`src/rtl/beta_exe_shu_if.sv`:
```
`default_nettype none
// ============================================================================
// Module   : beta_exe_shu_if
// Purpose  : Handshake/data bundle between the exe control unit (master) and
//            the multicycle shift unit (slave).
// Signals  : shu_en_i     start request, level, held until busy falls
//            shu_mode_i   00 NONE, 01 SLL, 10 SRL, 11 SRA
//            shu_opa_i    value to shift
//            shu_shamt_i  shift amount
//            shu_size_o   {|shamt[msb:1], shamt[0]} : 00 zero, 01 one, 1x multi
//            shu_busy_o   high while iterating
//            shu_done_o   one-cycle pulse when the iterative result is valid
//            shu_result_o shift result
// Revision : 1.0 - initial release
// ============================================================================
interface beta_exe_shu_if #(
  parameter int DataWidth = 32
);
  localparam int ShamtW = $clog2(DataWidth);

  logic                 shu_en_i;
  logic [1:0]           shu_mode_i;
  logic [DataWidth-1:0] shu_opa_i;
  logic [ShamtW-1:0]    shu_shamt_i;
  logic [1:0]           shu_size_o;
  logic                 shu_busy_o;
  logic                 shu_done_o;
  logic [DataWidth-1:0] shu_result_o;

  modport master (
    output shu_en_i, shu_mode_i, shu_opa_i, shu_shamt_i,
    input  shu_size_o, shu_busy_o, shu_done_o, shu_result_o
  );

  modport slave (
    input  shu_en_i, shu_mode_i, shu_opa_i, shu_shamt_i,
    output shu_size_o, shu_busy_o, shu_done_o, shu_result_o
  );
endinterface
`default_nettype wire

```
`src/rtl/beta_exe_shu.sv`:
```
`default_nettype none
// ============================================================================
// Module   : beta_exe_shu
// Purpose  : Exe-stage shift unit. Zero/one-bit shifts resolve combinationally;
//            longer shifts iterate ShiftStep bits per cycle in an accumulator.
// Ports    : clk_i   clock, rising edge
//            rstn_i  asynchronous active-low reset
//            shu     beta_exe_shu_if.slave (en/mode/opa/shamt in,
//                    size/busy/done/result out)
// Revision : 1.0 - initial release
// ============================================================================
module beta_exe_shu #(
  parameter int DataWidth = 32,
  parameter int ShiftStep = 1
) (
  input  logic           clk_i,
  input  logic           rstn_i,
  beta_exe_shu_if.slave  shu
);

  localparam int ShamtW = $clog2(DataWidth);
  // One extra bit so a step of 8 is representable even when DataWidth is 8.
  localparam logic [ShamtW:0] STEP_MAX = ShiftStep[ShamtW:0];

  localparam logic [1:0] MODE_NONE = 2'b00;
  localparam logic [1:0] MODE_SLL  = 2'b01;
  localparam logic [1:0] MODE_SRL  = 2'b10;
  localparam logic [1:0] MODE_SRA  = 2'b11;

  typedef enum logic [1:0] {
    S_IDLE = 2'd0,
    S_RUN  = 2'd1,
    S_DONE = 2'd2
  } state_e;

  state_e               state_q, state_d;
  logic [DataWidth-1:0] acc_q, acc_d;
  logic [ShamtW-1:0]    cnt_q, cnt_d;
  logic [1:0]           mode_q, mode_d;
  logic                 sign_q, sign_d;
  logic                 busy_q, busy_d;
  logic                 done_q, done_d;

  logic [1:0]           size_w;
  logic                 start_w;
  logic [ShamtW-1:0]    step_w;
  logic [ShamtW-1:0]    rem_w;
  logic [DataWidth-1:0] fill_w;
  logic [DataWidth-1:0] acc_shift_w;
  logic [DataWidth-1:0] fast_w;

  assign size_w  = {|shu.shu_shamt_i[ShamtW-1:1], shu.shu_shamt_i[0]};
  assign start_w = (state_q == S_IDLE) && shu.shu_en_i &&
                   (shu.shu_mode_i != MODE_NONE) && size_w[1];

  // Last iteration may move fewer than ShiftStep bits.
  assign step_w = ({1'b0, cnt_q} < STEP_MAX) ? cnt_q : STEP_MAX[ShamtW-1:0];
  assign rem_w  = cnt_q - step_w;
  // Ones in the top step_w bit positions: vacated bits for a right shift.
  assign fill_w = ~({DataWidth{1'b1}} >> step_w);

  always_comb begin
    acc_shift_w = acc_q;
    case (mode_q)
      MODE_SLL: acc_shift_w = acc_q << step_w;
      MODE_SRL: acc_shift_w = acc_q >> step_w;
      MODE_SRA: acc_shift_w = (acc_q >> step_w) | (fill_w & {DataWidth{sign_q}});
      default:  acc_shift_w = acc_q;
    endcase
  end

  // Single-bit fast path straight from the operand.
  always_comb begin
    fast_w = shu.shu_opa_i;
    if (shu.shu_shamt_i[0]) begin
      case (shu.shu_mode_i)
        MODE_SLL: fast_w = {shu.shu_opa_i[DataWidth-2:0], 1'b0};
        MODE_SRL: fast_w = {1'b0, shu.shu_opa_i[DataWidth-1:1]};
        MODE_SRA: fast_w = {shu.shu_opa_i[DataWidth-1], shu.shu_opa_i[DataWidth-1:1]};
        default:  fast_w = shu.shu_opa_i;
      endcase
    end
  end

  always_comb begin
    state_d = state_q;
    acc_d   = acc_q;
    cnt_d   = cnt_q;
    mode_d  = mode_q;
    sign_d  = sign_q;
    busy_d  = 1'b0;
    done_d  = 1'b0;
    case (state_q)
      S_IDLE: begin
        if (start_w) begin
          acc_d   = shu.shu_opa_i;
          cnt_d   = shu.shu_shamt_i;
          mode_d  = shu.shu_mode_i;
          sign_d  = shu.shu_opa_i[DataWidth-1];
          busy_d  = 1'b1;
          state_d = S_RUN;
        end
      end
      S_RUN: begin
        acc_d = acc_shift_w;
        cnt_d = rem_w;
        if (rem_w == '0) begin
          done_d  = 1'b1;
          state_d = S_DONE;
        end else begin
          busy_d = 1'b1;
        end
      end
      S_DONE: begin
        // Wait for the CU to drop its request so a held en cannot retrigger.
        if (!shu.shu_en_i) begin
          state_d = S_IDLE;
        end
      end
      default: state_d = S_IDLE;
    endcase
  end

  always_ff @(posedge clk_i or negedge rstn_i) begin
    if (!rstn_i) begin
      state_q <= S_IDLE;
      acc_q   <= '0;
      cnt_q   <= '0;
      mode_q  <= MODE_NONE;
      sign_q  <= 1'b0;
      busy_q  <= 1'b0;
      done_q  <= 1'b0;
    end else begin
      state_q <= state_d;
      acc_q   <= acc_d;
      cnt_q   <= cnt_d;
      mode_q  <= mode_d;
      sign_q  <= sign_d;
      busy_q  <= busy_d;
      done_q  <= done_d;
    end
  end

  assign shu.shu_size_o   = size_w;
  assign shu.shu_busy_o   = busy_q;
  assign shu.shu_done_o   = done_q;
  assign shu.shu_result_o = size_w[1] ? acc_q : fast_w;

endmodule
`default_nettype wire

```
`src/flat_wrapper.sv`:
```
// flat-port wrapper written by rule: the top's interface ports become plain ports
module beta_exe_shu_flat 
#(
  parameter int DataWidth = 32,
  parameter int ShiftStep = 1
)
  (clk_i, rstn_i, shu_shu_en_i, shu_shu_mode_i, shu_shu_opa_i, shu_shu_shamt_i, shu_shu_size_o, shu_shu_busy_o, shu_shu_done_o, shu_shu_result_o);
  beta_exe_shu_if #(.DataWidth(DataWidth)) shu_i ();
  input  logic clk_i;
  input  logic rstn_i;
  input wire logic [$bits(shu_i.shu_en_i)-1:0] shu_shu_en_i;
  input wire logic [$bits(shu_i.shu_mode_i)-1:0] shu_shu_mode_i;
  input wire logic [$bits(shu_i.shu_opa_i)-1:0] shu_shu_opa_i;
  input wire logic [$bits(shu_i.shu_shamt_i)-1:0] shu_shu_shamt_i;
  output wire logic [$bits(shu_i.shu_size_o)-1:0] shu_shu_size_o;
  output wire logic [$bits(shu_i.shu_busy_o)-1:0] shu_shu_busy_o;
  output wire logic [$bits(shu_i.shu_done_o)-1:0] shu_shu_done_o;
  output wire logic [$bits(shu_i.shu_result_o)-1:0] shu_shu_result_o;
  assign shu_i.shu_en_i = shu_shu_en_i;
  assign shu_i.shu_mode_i = shu_shu_mode_i;
  assign shu_i.shu_opa_i = shu_shu_opa_i;
  assign shu_i.shu_shamt_i = shu_shu_shamt_i;
  assign shu_shu_size_o = shu_i.shu_size_o;
  assign shu_shu_busy_o = shu_i.shu_busy_o;
  assign shu_shu_done_o = shu_i.shu_done_o;
  assign shu_shu_result_o = shu_i.shu_result_o;
  beta_exe_shu #(.DataWidth(DataWidth), .ShiftStep(ShiftStep)) u_core (.clk_i(clk_i), .rstn_i(rstn_i), .shu(shu_i));
endmodule
```
`config.mk`:
```
export PLATFORM = sky130hd
export DESIGN_NAME = beta_exe_shu_flat
export DESIGN_NICKNAME = d
export VERILOG_FILES = /design/src/rtl/beta_exe_shu_if.sv /design/src/rtl/beta_exe_shu.sv /design/src/flat_wrapper.sv
export SDC_FILE = /design/constraint.sdc
export NUM_CORES = 1
export LEC_CHECK = 0
export CORE_MARGIN = 1
export CORE_UTILIZATION = 55
export CTS_CLUSTER_SIZE = 8
export DETAILED_ROUTE_END_ITERATION = 10
export GPL_ROUTABILITY_DRIVEN = 0
export PLACE_DENSITY = 0.88
export SKIP_LAST_GASP = 1
export SLEW_MARGIN = 20
export SYNTH_ARGS = -nofsm -noshare
export SYNTH_HDL_FRONTEND = slang
export SYNTH_SLANG_ARGS = --single-unit
```
`constraint.sdc`:
```
create_clock -name clk_i -period 3.8 [get_ports clk_i]
set_input_delay 0.57 -clock clk_i [delete_from_list [all_inputs] [get_ports clk_i]]
set_output_delay 0.57 -clock clk_i [all_outputs]
set_load 0.01 [all_outputs]
```
==> out/results.txt <==
Pwr Total: 0.003738 W
n_diodes: 0
setup TNS: 0 ns
Comb pwr share: 66.0%
die height: 81.10 microns
Max Clock Skew: 0.006791 ns
final period utilization: 86.34%
met3 Usage GRT: 4.831%
syn_nets: 493
Worst EP arrival: 2.71 ns
Reg power frac: 25.8%
CTS clk-pin slew, worst paths: 0.08 ns
WHS: 0.4355 ns
drt drc: 0
unrepaired setup endpoints after global routing: false
Netlist cell types: 47
nets: 540
vias in the first global route: 3624
P_sw: 0.001757 W
switching share of power: 47.00%
cell repeated most along the worst path: clkdlybuf4s50_1
crit end category: output port
synth warn: 0
# port buffers: 77
PD cells: 877.5 nW/um^2
Max clock buf depth: 2
Max Freq: 304.8 MHz
post-synthesis sequential area ratio: 32.00%
leak pwr: 1.713 nW
initial antenna violation count: 0
clock buffers created by TritonCTS: 5
Non-Filler Instances: 571
CORE AREA: 5991 sq um
Buf+Inv Stages, Crit Path: 3
clk_lat worst skew: 0.29 ns
most frequent cells in the layout: clkdlybuf4s50_1, nand2_1, nor2_1, dfrtp_1, a21oi_1
WS Path Type: primary input to output port
Top Usage Layer GRT: met2
max-cap violations: 0
Rows: 28
most common cell after layout, fill and taps aside: clkdlybuf4s50_1
share of post-route cells with drive strength above 1: 6.855%
critical path launch point type: primary input
final setup fails: 0
CTS tree: yes
Synth Instances: 448
hold buffer count at CTS: 0
Avg Cell Area, Syn: 7.680 sq um
io pins: 78
Fin. Hold Viols: 0
clk root buf: clkbuf_8
Via Count: 3916
met2 usage: 51.60%
Sink Count: 44
vias per std cell: 6.858
Slew Limit Headroom: 34.29%
Slew Limit Fails: 0
met1 usage: 44.12%
setup bufs post-CTS: 0
CP delay by family, top: buffers and inverters
Stages on worst setup path: 6
status: completed
Syn Std Cell Area: 3441 sq um
full die area: 6576 sq um
Crit Reg-Reg Startpoint: u_core.mode_q[0]
HPWL Detailed: 6.714 mm
CP max FO: 31
Setup crit end: shu_shu_result_o[12]
initial detailed-routing violation count: 558
DRT Wirelength: 10.55 mm
grt total ovfl: 0
FF-to-FF path depth: 7
post-route minimum period: 3.281 ns
largest net degree at the start of global routing: 45
Synth-to-Final Area Change: 23.82%
htree depth: 2
Max VDD drop: 0.0006094 V
Pre-antenna DRT Iters: 6
FF-to-FF setup slack: 1.24 ns
Reg-to-Reg End: u_core.acc_q[4]
WP data required: 3.23 ns
dpl cells: 563
post_cts resized: 0
Tot GR Track Use: 32.90%
#FFs+latches synth: 44
worst-margin pin slew: 0.9857 ns
Setup crit start: shu_shu_mode_i[1]
power share of the clock group: 8.2%
slowest cell on the critical path: clkdlybuf4s50_1
first-pass GRT wire length: 16.81 mm
DR WL/cell: 18.47 microns
Die X: 81.10 microns
antenna viol nets, final: 0
CP cell instances: clkdlybuf4s50_1 -> and2_1 -> buf_4 -> a221oi_1 -> a21oi_1 -> clkdlybuf4s50_1
Initial Util: 57.44%
Hold Crit Class: primary input to async pin
slowest stage delay, CP: 0.65 ns
Int Pwr: 0.001981 W
-- worst min path at each step --
stage                            endpoint  cells past startpoint
after floorplan           u_core.acc_q[0]                      0
after global placement      u_core.sign_q                      1
after detailed placement    u_core.sign_q                      1
after CTS                 u_core.cnt_q[2]                      1
after global routing      u_core.cnt_q[2]                      1
final                     u_core.acc_q[9]                      1
-- final cells by class --
cell class | instances | area, sq um
well taps | 75 | 93.84
clock inverters | 2 | 10.01
flip-flops and latches | 44 | 1101
repair buffers | 87 | 840.8
multi-input cells | 351 | 2110
clock buffers | 6 | 82.58
inverters | 6 | 22.52
fillers | 471 | 1730
-- cells by family after synthesis --
logic type	count (synthesis)	synth area share, %
compound gates	148	32.95
fa+ha+maj	3	1.091
simple gates	195	25.35
buf+inv	53	7.018
flops	44	32.00
mux	5	1.600
-- flip-flops by register name, summed over array words and instances, names as in the netlist --
register               count
u_core.acc_q              32
u_core.cnt_q               5
u_core.mode_q              2
u_core.state_q             2
u_core.shu.shu_busy_o      1
u_core.shu.shu_done_o      1
u_core.sign_q              1
-- Yosys cell counts (all sizes together) --
| cell | number | area (sq um) |
|---|---|---|
| nand3b | 1 | 7.510 |
| mux2 | 4 | 45.04 |
| nor4 | 4 | 40.04 |
| and2 | 4 | 25.02 |
| a32o | 1 | 10.01 |
| a41oi | 2 | 17.52 |
| a21o | 1 | 7.510 |
| mux2i | 1 | 10.01 |
| o22ai | 1 | 6.260 |
| o31ai | 1 | 7.510 |
| clkbuf | 28 | 105.1 |
| or4 | 2 | 18.77 |
| ha | 3 | 37.54 |
| nor2b | 3 | 18.77 |
| nor3 | 27 | 135.1 |
| and3 | 1 | 6.260 |
| inv | 6 | 22.52 |
| nor2 | 67 | 261.5 |
| a221oi | 32 | 280.3 |
| buf | 19 | 113.9 |
| o221a | 2 | 22.52 |
| a32oi | 1 | 8.760 |
| nand3 | 11 | 60.06 |
| nor3b | 2 | 15.01 |
| o41ai | 28 | 245.2 |
| o211ai | 1 | 12.51 |
| a22o | 31 | 271.5 |
| a22oi | 1 | 7.510 |
| nand2b | 3 | 18.77 |
| o21ai | 8 | 40.03 |
| dfrtp | 44 | 1101 |
| or2 | 1 | 6.260 |
| nand2 | 69 | 259.0 |
| a31oi | 1 | 6.260 |
| o21a | 2 | 15.01 |
| a21oi | 35 | 175.2 |
-- stage by stage --
step | instance area, sq um | util, % | setup slack [ns]
floorplan | 3441 | - | 1.545
global placement | 4168 | 69.57 | 0.6283
detailed placement | 4168 | 69.57 | 0.5606
CTS | 4260 | 71.12 | 0.5428
global route | 4260 | 71.12 | 0.4396
finish | 4260 | 71.12 | 0.5189
-- routing by layer --
metal  share of wire, %  wire [microns]
met5                  0               0
met4               0.92              97
met3                 10            1058
met2                 48            5029
met1                 41            4359
-- power groups by stage --
stage	logic (W)	registers, W	clock network [W]
5_1_grt	0.00269	0.000990	0.000332
2_1_floorplan	0.00178	0.000874	0
4_1_cts	0.00244	0.000951	0.000308
6_report	0.00247	0.000964	0.000306
3_3_place_gp	0.00234	0.000948	0
3_5_place_dp	0.00243	0.000956	0
No activity file was read; power rests on OpenSTA's default activity.
